File: config.mk
export PLATFORM = sky130hd
export DESIGN_NAME = lcd_write_engine
export DESIGN_NICKNAME = d
export VERILOG_FILES = /design/src/rtl/lcd_write_engine_pkg.sv /design/src/rtl/lcd_write_engine.sv
export SDC_FILE = /design/constraint.sdc
export NUM_CORES = 1
export LEC_CHECK = 0
export ABC_AREA = 1
export CORE_UTILIZATION = 30
export DETAILED_ROUTE_END_ITERATION = 8
export PLACE_DENSITY = 0.62
export SETUP_SLACK_MARGIN = 0.4
export SLEW_MARGIN = 20
export SYNTH_ARGS = -nofsm -noshare
export SYNTH_HDL_FRONTEND = slang
export SYNTH_SLANG_ARGS = --single-unit
File: constraint.sdc
create_clock -name clk_1ms -period 3.2 [get_ports clk_1ms]
set_input_delay 0.32 -clock clk_1ms [delete_from_list [all_inputs] [get_ports clk_1ms]]
set_output_delay 0.32 -clock clk_1ms [all_outputs]
set_load 0.005 [all_outputs]
File: src/rtl/lcd_write_engine_pkg.sv
// Shared definitions for the LCD write engine: FSM state encoding,
// HD44780 command bytes that need the long execution wait, and default timing.
package lcd_pkg;

   typedef enum logic [2:0] {
      IDLE  = 3'd0,
      SETUP = 3'd1,
      EHIGH = 3'd2,
      EHOLD = 3'd3,
      WAIT  = 3'd4,
      DONE  = 3'd5
   } state_t;

   localparam logic [7:0] CMD_CLEAR    = 8'h01;
   localparam logic [7:0] CMD_HOME     = 8'h02;
   // Return-home ignores bit 0, so 0x03 is also a home command.
   localparam logic [7:0] CMD_HOME_ALT = 8'h03;

   localparam int unsigned DEF_E_HIGH_CYC    = 1;
   localparam int unsigned DEF_WAIT_CYC      = 1;
   localparam int unsigned DEF_LONG_WAIT_CYC = 2;

   function automatic logic is_long_cmd(input logic rs, input logic [7:0] data);
      return !rs && (data == CMD_CLEAR || data == CMD_HOME || data == CMD_HOME_ALT);
   endfunction

endpackage

File: src/rtl/lcd_write_engine.sv
// HD44780 bus write engine: one request -> setup, E pulse, hold, execution wait, wr_finish.
// Define LCD_4BIT_EN for 4-bit bus mode (two nibble transfers per byte on lcd_db[7:4]).
module lcd_write_engine
   import lcd_pkg::*;
#(
   parameter int unsigned E_HIGH_CYC    = DEF_E_HIGH_CYC,
   parameter int unsigned WAIT_CYC      = DEF_WAIT_CYC,
   parameter int unsigned LONG_WAIT_CYC = DEF_LONG_WAIT_CYC
)(
   input  logic       clk_1ms,
   input  logic       reset,
   input  logic       wr_enable,
   input  logic       wr_rs,
   input  logic [7:0] wr_data,
   output logic       wr_finish,
   output logic       busy,
   output logic       lcd_e,
   output logic       lcd_rs,
   output logic       lcd_rw,
   output logic [7:0] lcd_db
);

   state_t     state, state_d;
   logic [7:0] cnt, cnt_d;
   logic       wr_en_q;
   logic       start;
   logic       latch;
   logic       rs_q;
   logic [7:0] data_q;
   logic [7:0] wait_load;
   logic       lcd_e_d, lcd_rs_d, busy_d, wr_finish_d;
   logic [7:0] lcd_db_d;
`ifdef LCD_4BIT_EN
   logic       nib, nib_d;
`endif

   assign start  = wr_enable & ~wr_en_q;
   assign lcd_rw = 1'b0;

   assign wait_load = is_long_cmd(rs_q, data_q) ? 8'(LONG_WAIT_CYC - 1) : 8'(WAIT_CYC - 1);

   // Outputs are computed for the next state and registered with it.
   always_comb begin
      state_d     = state;
      cnt_d       = cnt;
      lcd_e_d     = lcd_e;
      lcd_rs_d    = lcd_rs;
      lcd_db_d    = lcd_db;
      busy_d      = busy;
      wr_finish_d = 1'b0;
      latch       = 1'b0;
`ifdef LCD_4BIT_EN
      nib_d       = nib;
`endif
      case (state)
         IDLE: begin
            busy_d  = 1'b0;
            lcd_e_d = 1'b0;
            if (start) begin
               latch    = 1'b1;
               lcd_rs_d = wr_rs;
`ifdef LCD_4BIT_EN
               lcd_db_d = {wr_data[7:4], 4'h0};
               nib_d    = 1'b0;
`else
               lcd_db_d = wr_data;
`endif
               busy_d   = 1'b1;
               state_d  = SETUP;
            end
         end
         SETUP: begin
            lcd_e_d = 1'b1;
            cnt_d   = 8'(E_HIGH_CYC - 1);
            state_d = EHIGH;
         end
         EHIGH: begin
            if (cnt == 8'd0) begin
               lcd_e_d = 1'b0;
               state_d = EHOLD;
            end else begin
               cnt_d = cnt - 8'd1;
            end
         end
         EHOLD: begin
            cnt_d   = wait_load;
            state_d = WAIT;
`ifdef LCD_4BIT_EN
            // First nibble done: present the low nibble and repeat the strobe.
            if (!nib) begin
               nib_d    = 1'b1;
               lcd_db_d = {data_q[3:0], 4'h0};
               cnt_d    = cnt;
               state_d  = SETUP;
            end
`endif
         end
         WAIT: begin
            if (cnt == 8'd0) begin
               wr_finish_d = 1'b1;
               state_d     = DONE;
            end else begin
               cnt_d = cnt - 8'd1;
            end
         end
         DONE: begin
            busy_d  = 1'b0;
            state_d = IDLE;
         end
         default: begin
            busy_d  = 1'b0;
            lcd_e_d = 1'b0;
            state_d = IDLE;
         end
      endcase
   end

   always_ff @(posedge clk_1ms or negedge reset) begin
      if (!reset) begin
         state     <= IDLE;
         cnt       <= 8'd0;
         wr_en_q   <= 1'b0;
         lcd_e     <= 1'b0;
         lcd_rs    <= 1'b0;
         lcd_db    <= 8'h00;
         busy      <= 1'b0;
         wr_finish <= 1'b0;
      end else begin
         state     <= state_d;
         cnt       <= cnt_d;
         wr_en_q   <= wr_enable;
         lcd_e     <= lcd_e_d;
         lcd_rs    <= lcd_rs_d;
         lcd_db    <= lcd_db_d;
         busy      <= busy_d;
         wr_finish <= wr_finish_d;
      end
   end

`ifdef LCD_4BIT_EN
   always_ff @(posedge clk_1ms or negedge reset) begin
      if (!reset) nib <= 1'b0;
      else        nib <= nib_d;
   end
`endif

   // Request payload; only meaningful while busy, so it carries no reset.
   always_ff @(posedge clk_1ms) begin
      if (latch) begin
         rs_q   <= wr_rs;
         data_q <= wr_data;
      end
   end

endmodule

---- Word level (Yosys, flattened, before mapping) ----
Cells that the tools add are included.
word-level totals
  flip-flop bits (word level) ............. 33
  input port bits ......................... 12
  output and inout port bits .............. 13
  word-level logic and storage cells ...... 54
cells by class
  add/sub/neg operators ................... 1
  equality and inequality tests ........... 12
  muxes and demuxes ....................... 14
  bitwise operators ....................... 3
  reductions and logical operators ........ 14
operators by type and width
  kind                                                                   count
  8-bit case mux with 3 select lines                                     1
  8-bit by 2-bit equality test with 1-bit output, second input constant  2
  3-bit case mux with 5 select lines                                     1
  3-bit two-way mux                                                      3
  8-bit by 1-bit equality test with 1-bit output, second input constant  1
  8-bit logical NOT                                                      1
  8-bit two-way mux                                                      1
  2-bit != test, second input constant                                   4
  8-bit by 1-bit subtractor with 8-bit output, second input constant     1
  3-bit by 2-bit equality test with 1-bit output, second input constant  2
  3-bit equality test, second input constant                             2
  1-bit two-way mux                                                      6
  2-bit AND reduction                                                    3
  4-bit OR reduction                                                     1
  3-bit by 1-bit equality test with 1-bit output, second input constant  1
  3-bit logical NOT                                                      1
  1-bit case mux with 3 select lines                                     1
  3-bit AND reduction                                                    1
  3-bit nonzero test                                                     1
  3-bit OR reduction                                                     1
  1-bit logical OR                                                       2
  1-bit inverter                                                         2
  1-bit case mux with 2 select lines                                     1
  2-bit OR reduction                                                     1
  3 further kinds                                                        3

---- Logic depth before layout (Yosys ltp) ----
Gate-level depths: netlist of run 1.
  word-level depth ........................ 6
  gate-level depth with buffers ........... 9
  gate-level depth less buffers ........... 9

---- Worst setup path before layout of run 1 ----
Ideal clock, no wire load.
  path kind ............................... register -> register
  start ................................... register cnt[0]
  end ..................................... register cnt[0]
  setup time .............................. 117 ps
  arrival time ............................ 1164 ps
  data required time ...................... 3083 ps
  setup slack ............................. 1919 ps
  cell stages (with the launch flop) ...... 10
  buffers on the path ..................... 0
  period minus slack after synthesis ...... 1281 ps
  cell sequence ........................... dfrtp_1 > inv_1 > ha_1 > nand3_1 > inv_1 > nand2_2 > nand2_2 > nand2_1 > nand2_1 > nand2_1
between the ends
  longest elaborated chain between the ends .. 3
  elaborated cells between the ends (all ways) .. 6
  those cells by class .................... 1 x add/sub; 1 x eq/ne; 2 x mux; 2 x reduce/logical
ends and longest elaborated chain
  item                                                                              RTL line                 source
  from (decl)                                                                       lcd_write_engine.sv:24   logic [7:0] cnt, cnt_d;
  from (signal assigned)                                                            lcd_write_engine.sv:130  cnt <= cnt_d;
  8-bit by 1-bit subtractor with 8-bit output or 8-bit logical NOT (tied branches)  n/a
  8-bit two-way mux or 2-bit != test (tied branches)                                n/a
  8-bit case mux with 3 select lines or 2-bit AND reduction (tied branches)         n/a
Parallel ways exist; a longest one is shown, timed or not. The select of a mux whose other input is x is not followed.
A chain may end at the register's enable or synchronous reset.

---- Final worst setup path of run 1 ----
  start ................................... input wr_enable
  end ..................................... register data_q[7] (enable)
between the ends
  longest elaborated chain between the ends .. 3
ends and longest elaborated chain
  item                  RTL line                 source
  from (decl)           lcd_write_engine.sv:12   input logic wr_enable,
  1-bit AND             lcd_write_engine.sv:37   assign start = wr_enable & ~wr_en_q;
  1-bit two-way mux     lcd_write_engine.sv:59   if (start) begin
  1-bit two-way mux     lcd_write_engine.sv:55   case (state)
  to (signal assigned)  lcd_write_engine.sv:151  data_q <= wr_data;
  to (decl)             lcd_write_engine.sv:29   logic [7:0] data_q;
No other way between the ends.

==> metrics.md, run 1 <==
| Metric | Value |
|---|---|
| Setup Fix Bufs, Post-CTS | 0 |
| Clock Path Buffers | 2 |
| Drt wl/cell | approximately 10 µm |
| Critical path class | in2reg |
| Switching power | around 0.74 mW |
| Largest stage delay, worst path | 420 ps |
| P_int | ~1.1 mW |
| Critical path endpoint category | flop |
| Share of the synthesized area in the top cell type | 0.404 |
| Clock sinks | 33 |
| Post-cts hold buffer count | 0 |
| Largest net degree at the start of global routing | 25 |
| Leakage Power | roughly 0.9 nW |
| Synth async-reset ratio | 0.727 |
| Cell depth of the worst flop-to-flop path | 4 |
| Initial antenna violation count | 0 |
| TNS Setup | 0 ps |
| Final hold violations | 0 |
| Critical path fanouts, max | 18 |
| Top post-synthesis cells by count | 58 x nand2_1, 24 x dfrtp_1, 14 x inv_1 |
| Net Count, Synth | roughly 180 |
| Switching share of total power | 0.408 |
| Area grow syn2layout | 26.7% |
| Critical Path RT | around 3100 ps |
| Comb pwr share | 0.466 |
| Mapped Area | 1490 µm² |
| H-Tree Depth | 2 |
| Fin cells | 259 |
| Vias | 1096 |
| First-pass GRT wire length | 4.69 mm |
| Root buf cell | clkbuf_8 |
| Max-cap viol count | 0 |
| Peak Freq | roughly 620 MHz |
| DRT Pass-1 Iters | 4 |
| EDFF count, synth | 9 |
| Reg clk slew, reported paths | ~70 ps |
| Antenna cell count | 0 |
| Crit start category | input port |
| Post-synthesis cell type count | 25 |
| Core area | approximately 4800 µm² |
| RSZ-0062 raised after global routing | no |
| Initial Util | 0.313 |
| Clock share of power | 0.163 |
| Top post-synthesis cells by area | dfrtp_1 40%, edfxtp_1 18%, nand2_1 15% |
| Fin crit period | 1620 ps |
| Syn avg cell area | 9.24 µm² |
| First-iteration detailed-routing DRC count | just over 60 |
| Input/output buffers | 23 |
| CP arrival | ~1500 ps |
| Total Routing Usage GR | 0.122 |
| Layout cell share with drive strength beyond 1 | 0.109 |
| Core Rows | 25 |
| Final setup violation count | 0 |
| CP max stage cell | clkdlybuf4s50_1 |
| IO Pins | 25 |
| #FFs+latches synth | 33 |
| Worst reg-to-reg setup slack | 1630 ps |
| # nets final | around 210 |
| Detailed placement HPWL | between 1.5 and 2 mm |
| CTS tree | built |
| Worst hold-check path type | in2async |
| Vias in the first global route | a little over 1k |
| Post-synthesis sequential area ratio | 0.585 |
| Reg-to-reg endpoint | data_q[7] |
| DRC | 0 |
| Slew Viols, Final | 0 |
| Cell chain of the critical path | clkdlybuf4s50_1 -> inv_1 -> nor2_1 -> nand3_1 -> buf_4 -> clkinv_1 |
| PwrDens | 965 nW/µm² |
| Die W | just over 70 µm |
| Status | finished clean |
| Final WS setup | between 1500 and 2000 ps |
| Sequential power share | 0.371 |
| DP Cell Count | 251 |
| Main flop type after synthesis | dfrtp_1 |
| RR Startpoint | state[2] |
| Die area | roughly 5200 µm² |
| Routed wire length | ~2.7 mm |
| Syn Inst Count | 161 |
| Leading area contributor after synthesis | dfrtp_1 |
| Vias per inst | between 4 and 5 |
| Worst-skew pair later-pin latency | roughly 290 ps |
| Final ANT Viol Nets | 0 |
| Filler cells | 504 |
| Peak VDD IR | slightly above 0.0004 V |
| Total grt overflow | 0 |
| Num CTS Buffers | 5 |
| DP Worst Slack | about 1300 ps |
| CTS resizes | 0 |
| Most common cell in the synthesized netlist | nand2_1 |
| Synth Warn # | 0 |
| Die Span Y | between 70 and 80 µm |
| Clock skew | just over 8 ps |
| Final worst-path cycle share | 0.505 |
| Final GP Congestion | roughly 0.8 |
[kinds of logic (layout without fill, tap and decap cells)]
family | Yosys count | count (layout) | share of synthesized area
AOI/OAI and AO/OA | 10 | 10 | 0.0454
xor gates and xnor gates | 3 | 3 | 0.0177
other | 1 | 1 | 0.00252
adders and majority gates | 2 | 2 | 0.0168
DFF | 33 | 33 | 0.585
buffers and inverters | 17 | 48 | 0.0463
and+or+nand+nor | 95 | 95 | 0.286
[metal layers]
| metal | up-vias | GRT usage | wire length [µm] |
|---|---|---|---|
| met3 | 7 | 0.0417 | 148 |
| met1 | 487 | 0.151 | 1330 |
| met2 | 29 | 0.179 | 1100 |
| met5 | - | 0 | 0 |
| met4 | 0 | 0.0850 | 84 |
| li1 | 573 | - | - |
[worst max-delay path: cells and delay by family]
family / cells / cell delay [ps]
AND/OR/NAND/NOR: 2 / 110
buffers and inverters: 4 / 1060
[state kept, by name (all words and copies together) (netlist names)]
register   cells
wr_finish      1
busy           1
lcd_e          1
rs_q           1
state          3
lcd_db         8
wr_en_q        1
lcd_rs         1
cnt            8
data_q         8
[layout make-up]
class                   instances  area (µm²)  area share
clock inverters                 3        12.5     0.00664
multi-input cells             111         548       0.291
clock buffers                   5        68.8      0.0365
inverters                      15        56.3      0.0299
flip-flops and latches         33         871       0.462
well taps                      67        83.8      0.0445
repair buffers                 25         245       0.130
[layout by cell type, fill, tap and decap left out, drive strengths merged]
cell type,Yosys,final
or2,1,1
clkbuf,0,5
clkinv,1,4
ha,2,2
a21oi,1,1
nor2,15,15
xor2,3,3
inv,14,14
nand4,4,4
nand2,63,63
dfrtp,24,24
conb,1,1
and2,1,1
nor3,1,1
buf,2,2
edfxtp,9,9
o21ai,7,7
nand3,10,10
a31oi,2,2
clkdlybuf4s50,0,23
[worst max path at each step]
stage                          from        end  cells after the start
after floorplan              cnt[0]     cnt[0]                      9
final                     wr_enable  data_q[7]                      6
after detailed placement  wr_enable  data_q[7]                      6
after global placement    wr_enable  data_q[7]                      6
after CTS                 wr_enable  data_q[7]                      6
after global routing      wr_enable  data_q[7]                      6
[power by group through the flow]
stage                     clock [mW]  sequential [mW]  combinational [mW]
final                          0.296            0.675               0.848
after global routing           0.319            0.697               0.968
after CTS                      0.313            0.676               0.857
after detailed placement           0            0.679               0.851
after global placement             0            0.682               0.843
after floorplan                    0            0.670               0.580
[through the flow]
stage	cell area, µm²	total power, mW	hold WS (ps)	util
after global placement	1800	1.52	463	0.379
after global routing	1890	1.98	427	0.397
after detailed placement	1800	1.53	461	0.379
after CTS	1890	1.85	383	0.397
after floorplan	1490	1.25	24.4	-
final	1890	1.82	387	0.397
Note: power is estimated with default switching activity, not from simulation.
==> run 2, diff against run 1 <==
- clock period: 3.2 -> 1.63 ns (I/O delays scaled with it)
==> metrics.md, run 2 (synthesis gave the netlist of run 1 again) <==
| Metric | Value |
|---|---|
| Status | finished clean (unchanged) |
| Die area | 5240 µm² (unchanged) |
| Vias | 1201 (was 1096) |
| Clock skew | 3.11 ps (was 8.30 ps) |
| Total Routing Usage GR | 0.129 (was 0.122) |
| P_int | 2.51 mW (was 1.08 mW) |
| Final ANT Viol Nets | 0 (unchanged) |
| Initial Util | 0.313 (unchanged) |
| Sequential power share | 0.306 (was 0.371) |
| Worst-skew pair later-pin latency | 280 ps (was 290 ps) |
| Vias per inst | 4.30 (was 4.23) |
| Switching power | 1.91 mW (was 0.742 mW) |
| Most common cell after layout, fill and taps aside | nand2_1 (unchanged) |
| Vias in the first global route | 1137 (was 1016) |
| Crit start category | flop (was input port) |
| Filler cells | 460 (was 504) |
| Worst hold-check path type | in2async (unchanged) |
| First-pass GRT wire length | 5.07 mm (was 4.69 mm) |
| Total grt overflow | 0 (unchanged) |
| Final design utilization | 0.463 (was 0.397) |
| Drt wl/cell | 11.8 µm (was 10.3 µm) |
| Clock sinks | 33 (unchanged) |
| Routed wire length | 3.29 mm (was 2.66 mm) |
| Area grow syn2layout | 47.9% (was 26.7%) |
| Top flop regs | cnt: 8 flops, data_q: 8 flops, lcd_db: 8 flops (unchanged) |
| DRT Pass-1 Iters | 4 (unchanged) |
| Die Span Y | 72.4 µm (unchanged) |
| Switching share of total power | 0.432 (was 0.408) |
| Critical path class | reg2reg (was in2reg) |
| Critical Path RT | 1850 ps (was 3080 ps) |
| TNS Setup | 0 ps (unchanged) |
| Clock Path Buffers | 2 (unchanged) |
| Fin crit period | about 1300 ps |
| DRC | 0 (unchanged) |
| Critical path endpoint category | flop (unchanged) |
| Core Rows | 25 (unchanged) |
| Routing usage on met3 | 0.0292 (was 0.0417) |
| Final worst-path cycle share | 0.780 |
| Largest net degree at the start of global routing | 25 (unchanged) |
| Slew Viols, Final | 0 (unchanged) |
| Input/output buffers | 23 (unchanged) |
| Final setup violation count | 0 (unchanged) |
| Peak Freq | 787 MHz |
| CTS tree | built (unchanged) |
| RSZ-0062 raised after global routing | yes (was no) |
| Antenna cell count | 0 (unchanged) |
| Layout cell share with drive strength beyond 1 | 0.307 (was 0.109) |
| Critical path fanouts, max | 3 (was 18) |
| Gr busiest metal | met2 (unchanged) |
| Commonest cells after routing, fill and taps aside | 53 x nand2_1, 20 x dfrtp_1, 19 x buf_4, 12 x dlygate4sd2_1, 11 x clkdlybuf4s50_1 (was 58 x nand2_1, 24 x dfrtp_1, 23 x clkdlybuf4s50_1, 14 x inv_1, 13 x nor2_1) |
| Post-cts hold buffer count | 0 (unchanged) |
| Met2 usage | 0.217 (was 0.179) |
| First-iteration detailed-routing DRC count | 71 (was 62) |
| # nets final | 225 (was 205) |
| Die W | 72.4 µm (unchanged) |
| Core area | 4750 µm² (unchanged) |
| Final hold violations | 0 (unchanged) |
| Initial antenna violation count | 0 (unchanged) |
| Max-cap viol count | 0 (unchanged) |
| Leakage Power | 1.05 nW (was 0.879 nW) |
| Final GP Congestion | 0.750 (was 0.786) |
| PwrDens | 2010 nW/µm² (was 965 nW/µm²) |
| IO Pins | 25 (unchanged) |
| Met1 Usage GRT | 0.153 (was 0.151) |
| Root buf cell | clkbuf_8 (unchanged) |
| Num CTS Buffers | 5 (unchanged) |
| H-Tree Depth | 2 (unchanged) |
| Peak VDD IR | 0.000887 V (was 0.000410 V) |
| Comb pwr share | 0.562 (was 0.466) |
| Clock share of power | 0.132 (was 0.163) |
| Detailed placement HPWL | 1.86 mm (was 1.85 mm) |
| Reg clk slew, reported paths | 60 ps (was 70 ps) |
| CP arrival | 1490 ps (was 1500 ps) |
-- run 2: cell count changes in the layout (fill, tap and decap cells not counted), moves of 3 or more --
cell	previous run	this run
dfrtp_1	24	20
inv_2	0	5
nor2_4	0	6
buf_4	2	19
clkdlybuf4s50_1	23	11
inv_1	14	9
nand2_4	2	7
nand3_1	9	6
nor2_1	13	9
dfrtp_2	0	4
nand2_1	58	53
dlygate4sd2_1	0	12
-- run 2: stage by stage --
stage	total power [mW]	hold slack, ps	setup WS, ps	instance area, µm²	std cells
after detailed placement	3.01	459	2.56	1800	251
after floorplan	2.46	-133	421	1490	161
after CTS	4.06	243	388	2080	273
after global routing	4.74	273	306	2200	279
after global placement	3.00	454	25.3	1800	251
final	4.42	240	359	2200	279
-- run 2: path summary, 6_finish.rpt --
path | slack, ps | from | cells past startpoint | end
worst max-delay path | 360 | cnt[0] | 9 | cnt[7]
worst min-delay path | 240 | reset | 2 | lcd_db[2]
worst max register to register | 360 | cnt[0] | 9 | cnt[7]
worst min register to register | 460 | busy | 2 | busy
max in group asynchronous | 1120 | reset | 2 | state[1]
min in group clk_1ms | 360 | wr_enable | 1 | wr_en_q
-- run 2: cell type report --
type	count	area [µm²]	share of cell area
clock buffers	6	72.6	0.0330
clock inverters	2	11.3	0.00512
inverters	15	61.3	0.0279
multi-input cells	112	714	0.325
flip-flops and latches	33	876	0.398
well taps	67	83.8	0.0381
repair buffers	44	380	0.173
-- run 2: power by group through the flow --
stage | clock network, mW | logic, mW | registers (mW)
6_report | 0.584 | 2.48 | 1.35
5_1_grt | 0.641 | 2.71 | 1.39
4_1_cts | 0.606 | 2.13 | 1.32
3_5_place_dp | 0 | 1.68 | 1.33
3_3_place_gp | 0 | 1.66 | 1.34
2_1_floorplan | 0 | 1.14 | 1.32
-- run 2: layer usage --
metal	vias up	share of wire	wire length, µm
met5	-	0	0
met4	0	0.015	50
met3	6	0.043	143
met2	36	0.52	1710
met1	547	0.42	1390
li1	612	-	-
-- run 2: critical path, stage by stage (launching register included) --
cell and delay, ps:
dfrtp_1 390, inv_2 90, buf_6 110, buf_4 130, nand2_4 70, nor2_4 120
nand3_1 110, nand2_1 70, inv_1 40, nor2_1 80
-- run 2: repair_timing --
item                                    CTS  global route
pin swaps                                 7            11
buffers inserted                         14             5
cloned                                    0             1
gates resized for setup                  38            17
endpoints found under the setup margin   39            29
==> run 3, diff against run 2 <==
- PLACE_DENSITY: 0.62 -> 0.64
- clock period: 1.63 -> 1.09 ns (I/O delays scaled with it)
==> metrics.md, run 3 (synthesis gave the netlist of run 1 again) <==
| Metric | Value |
|---|---|
| Critical path fanouts, max | 8 (was 3) |
| Area post-placement | 2020 µm² (was 1800 µm²) |
| TNS Setup | -4220 ps (was 0 ps) |
| Final setup violation count | 31 (was 0) |
| Critical path class | reg2reg (unchanged) |
| Critical path endpoint category | flop (unchanged) |
| Die area | 5240 µm² (unchanged) |
| Clock sinks | 33 (unchanged) |
| Vias per inst | 4.36 (was 4.30) |
| Filler cells | 453 (was 460) |
| Die W | 72.4 µm (unchanged) |
| First-pass GRT wire length | 5.67 mm (was 5.07 mm) |
| PwrDens | 2980 nW/µm² (was 2010 nW/µm²) |
| Initial Util | 0.313 (unchanged) |
| Area grow syn2layout | 62.4% (was 47.9%) |
| H-Tree Depth | 2 (unchanged) |
| Die Span Y | 72.4 µm (unchanged) |
| First-iteration detailed-routing DRC count | 43 (was 71) |
| Met1 Usage GRT | 0.171 (was 0.153) |
| Detailed placement HPWL | 2.08 mm (was 1.86 mm) |
| Layout cell share with drive strength beyond 1 | 0.487 (was 0.307) |
| Worst-skew pair later-pin latency | 280 ps (about the same) |
| Cell chain of the critical path | nor2_4 -> buf_6 -> nand3_4 -> clkinv_4 (was inv_2 -> buf_6 -> buf_4 -> nand2_4 -> nor2_4 -> nand3_1 -> nand2_1 -> inv_1 -> nor2_1) |
| Final GP Congestion | 0.777 (was 0.750) |
| Final hold violations | 0 (unchanged) |
| Design area | 2420 µm² (was 2200 µm²) |
| # nets final | 249 (was 225) |
| Commonest cells after routing, fill and taps aside | 40 x nand2_1, 31 x buf_4, 22 x dfrtp_1, 17 x nand2_2, 12 x buf_2 (was 53 x nand2_1, 20 x dfrtp_1, 19 x buf_4, 12 x dlygate4sd2_1, 11 x clkdlybuf4s50_1) |
| Total grt overflow | 0 (unchanged) |
| CTS tree | built (unchanged) |
| Drt wl/cell | 11.0 µm (was 11.8 µm) |
| Root buf cell | clkbuf_8 (unchanged) |
| Antenna cell count | 0 (unchanged) |
| Core area | 4750 µm² (unchanged) |
| Hold Slack | 172 ps (was 240 ps) |
| Final WS setup | -169 ps (was 359 ps) |
| Gr busiest metal | met2 (unchanged) |
| Core Rows | 25 (unchanged) |
| Final worst-path cycle share | 1.15 (was 0.780) |
| Input/output buffers | 23 (unchanged) |
| Failing checks | setup timing |
| Status | finished with violations (was finished clean) |
| Largest stage delay, worst path | 440 ps (was 390 ps) |
| Reg clk slew, reported paths | 70 ps (was 60 ps) |
| Crit start category | flop (unchanged) |
| Routing usage on met3 | 0.0431 (was 0.0292) |
| DP Cell Count | 272 (was 251) |
| Leakage Power | 1.17 nW (was 1.05 nW) |
| DRT Pass-1 Iters | 4 (unchanged) |
| RSZ-0062 raised after global routing | yes (unchanged) |
| Worst hold-check path type | in2async (unchanged) |
| Num CTS Buffers | 5 (unchanged) |
| CP max stage cell | dfrtp_2 (was dfrtp_1) |
| Initial antenna violation count | 0 (unchanged) |
| CP arrival | 1250 ps (was 1490 ps) |
| Clock Path Buffers | 2 (unchanged) |
| IO Pins | 25 (unchanged) |
| Fin cells | 303 (was 279) |
| Vias in the first global route | 1283 (was 1137) |
| Critical Path RT | 1080 ps (was 1850 ps) |
| Fin crit period | 1260 ps (was 1270 ps) |
| Final ANT Viol Nets | 0 (unchanged) |
| Clock skew | 8.01 ps (was 3.11 ps) |
| DRC | 0 (unchanged) |
| Top flop regs | cnt: 8 flops, data_q: 8 flops, lcd_db: 8 flops (unchanged) |
| Peak VDD IR | 0.00132 V (was 0.000887 V) |
| Vias | 1320 (was 1201) |
| Worst reg-to-reg setup slack | -170 ps (was 360 ps) |
| Slew Viols, Final | 0 (unchanged) |
| Most common cell after layout, fill and taps aside | nand2_1 (unchanged) |
| Met2 usage | 0.240 (was 0.217) |
| Largest net degree at the start of global routing | 25 (unchanged) |
| DP Worst Slack | -281 ps (was 2.56 ps) |
| Routed wire length | 3.33 mm (was 3.29 mm) |
| Total Routing Usage GR | 0.144 (was 0.129) |
| Peak Freq | 795 MHz (was 787 MHz) |
| Max-cap viol count | 0 (unchanged) |
## run 3: cell count changes in the layout (fill, tap and decap cells not counted), sizes merged
cell,change
clkinvlp,-1
buf,+35
dlygate4sd2,-12
clkbuf,+1
clkinv,+1
## run 3: path summary, 6_finish.rpt
kind,startpoint,to,cells past startpoint
setup reg to reg,state[0],data_q[0],4
max in group asynchronous,reset,state[0],2
min in group clk_1ms,wr_enable,wr_en_q,1
hold / removal,reset,lcd_db[3],2
hold reg to reg,lcd_db[7],lcd_db[7],2
setup / recovery,state[0],data_q[0],4
## run 3: report_power, final
part	internal (mW)	leakage [nW]	switching, mW
logic	2.11	0.742	2.25
registers	1.70	0.390	0.281
clock network	0.444	0.0399	0.423
## run 3: layout make-up
cell class | instances | area [µm²] | share of cell area
repair inverters | 1 | 8.76 | 0.00363
well taps | 67 | 83.8 | 0.0347
clock buffers | 7 | 76.3 | 0.0316
flip-flops and latches | 33 | 873 | 0.361
inverters | 15 | 61.3 | 0.0254
multi-input cells | 112 | 742 | 0.307
clock inverters | 1 | 3.75 | 0.00155
repair buffers | 67 | 567 | 0.235
## run 3: through the flow
step                 util  total power, mW
floorplan               -             3.87
global placement    0.425             5.16
detailed placement  0.425             5.21
CTS                 0.468             6.56
global route        0.508             7.79
finish              0.508             7.21
## run 3: worst max-delay path: cells and delay by family, from the launching register on
| kind | cells | cell delay [ps] |
|---|---|---|
| flops | 1 | 440 |
| simple gates | 2 | 270 |
| buf+inv | 2 | 250 |
## run 3: timing repair
action	4_1_cts	5_1_grt
gates cloned	3	0
gates resized for setup	62	36
buffers inserted	10	10
endpoints found under the hold margin	0	0
setup endpoints to repair	44	44
pin swaps	15	18
hold buffers	0	0
## run 3: per-layer routing
layer / routed length [µm] / up-vias
met5: 0 / -
met3: 122 / 5
li1: - / 665
met1: 1470 / 625
met4: 47 / 0
met2: 1690 / 25
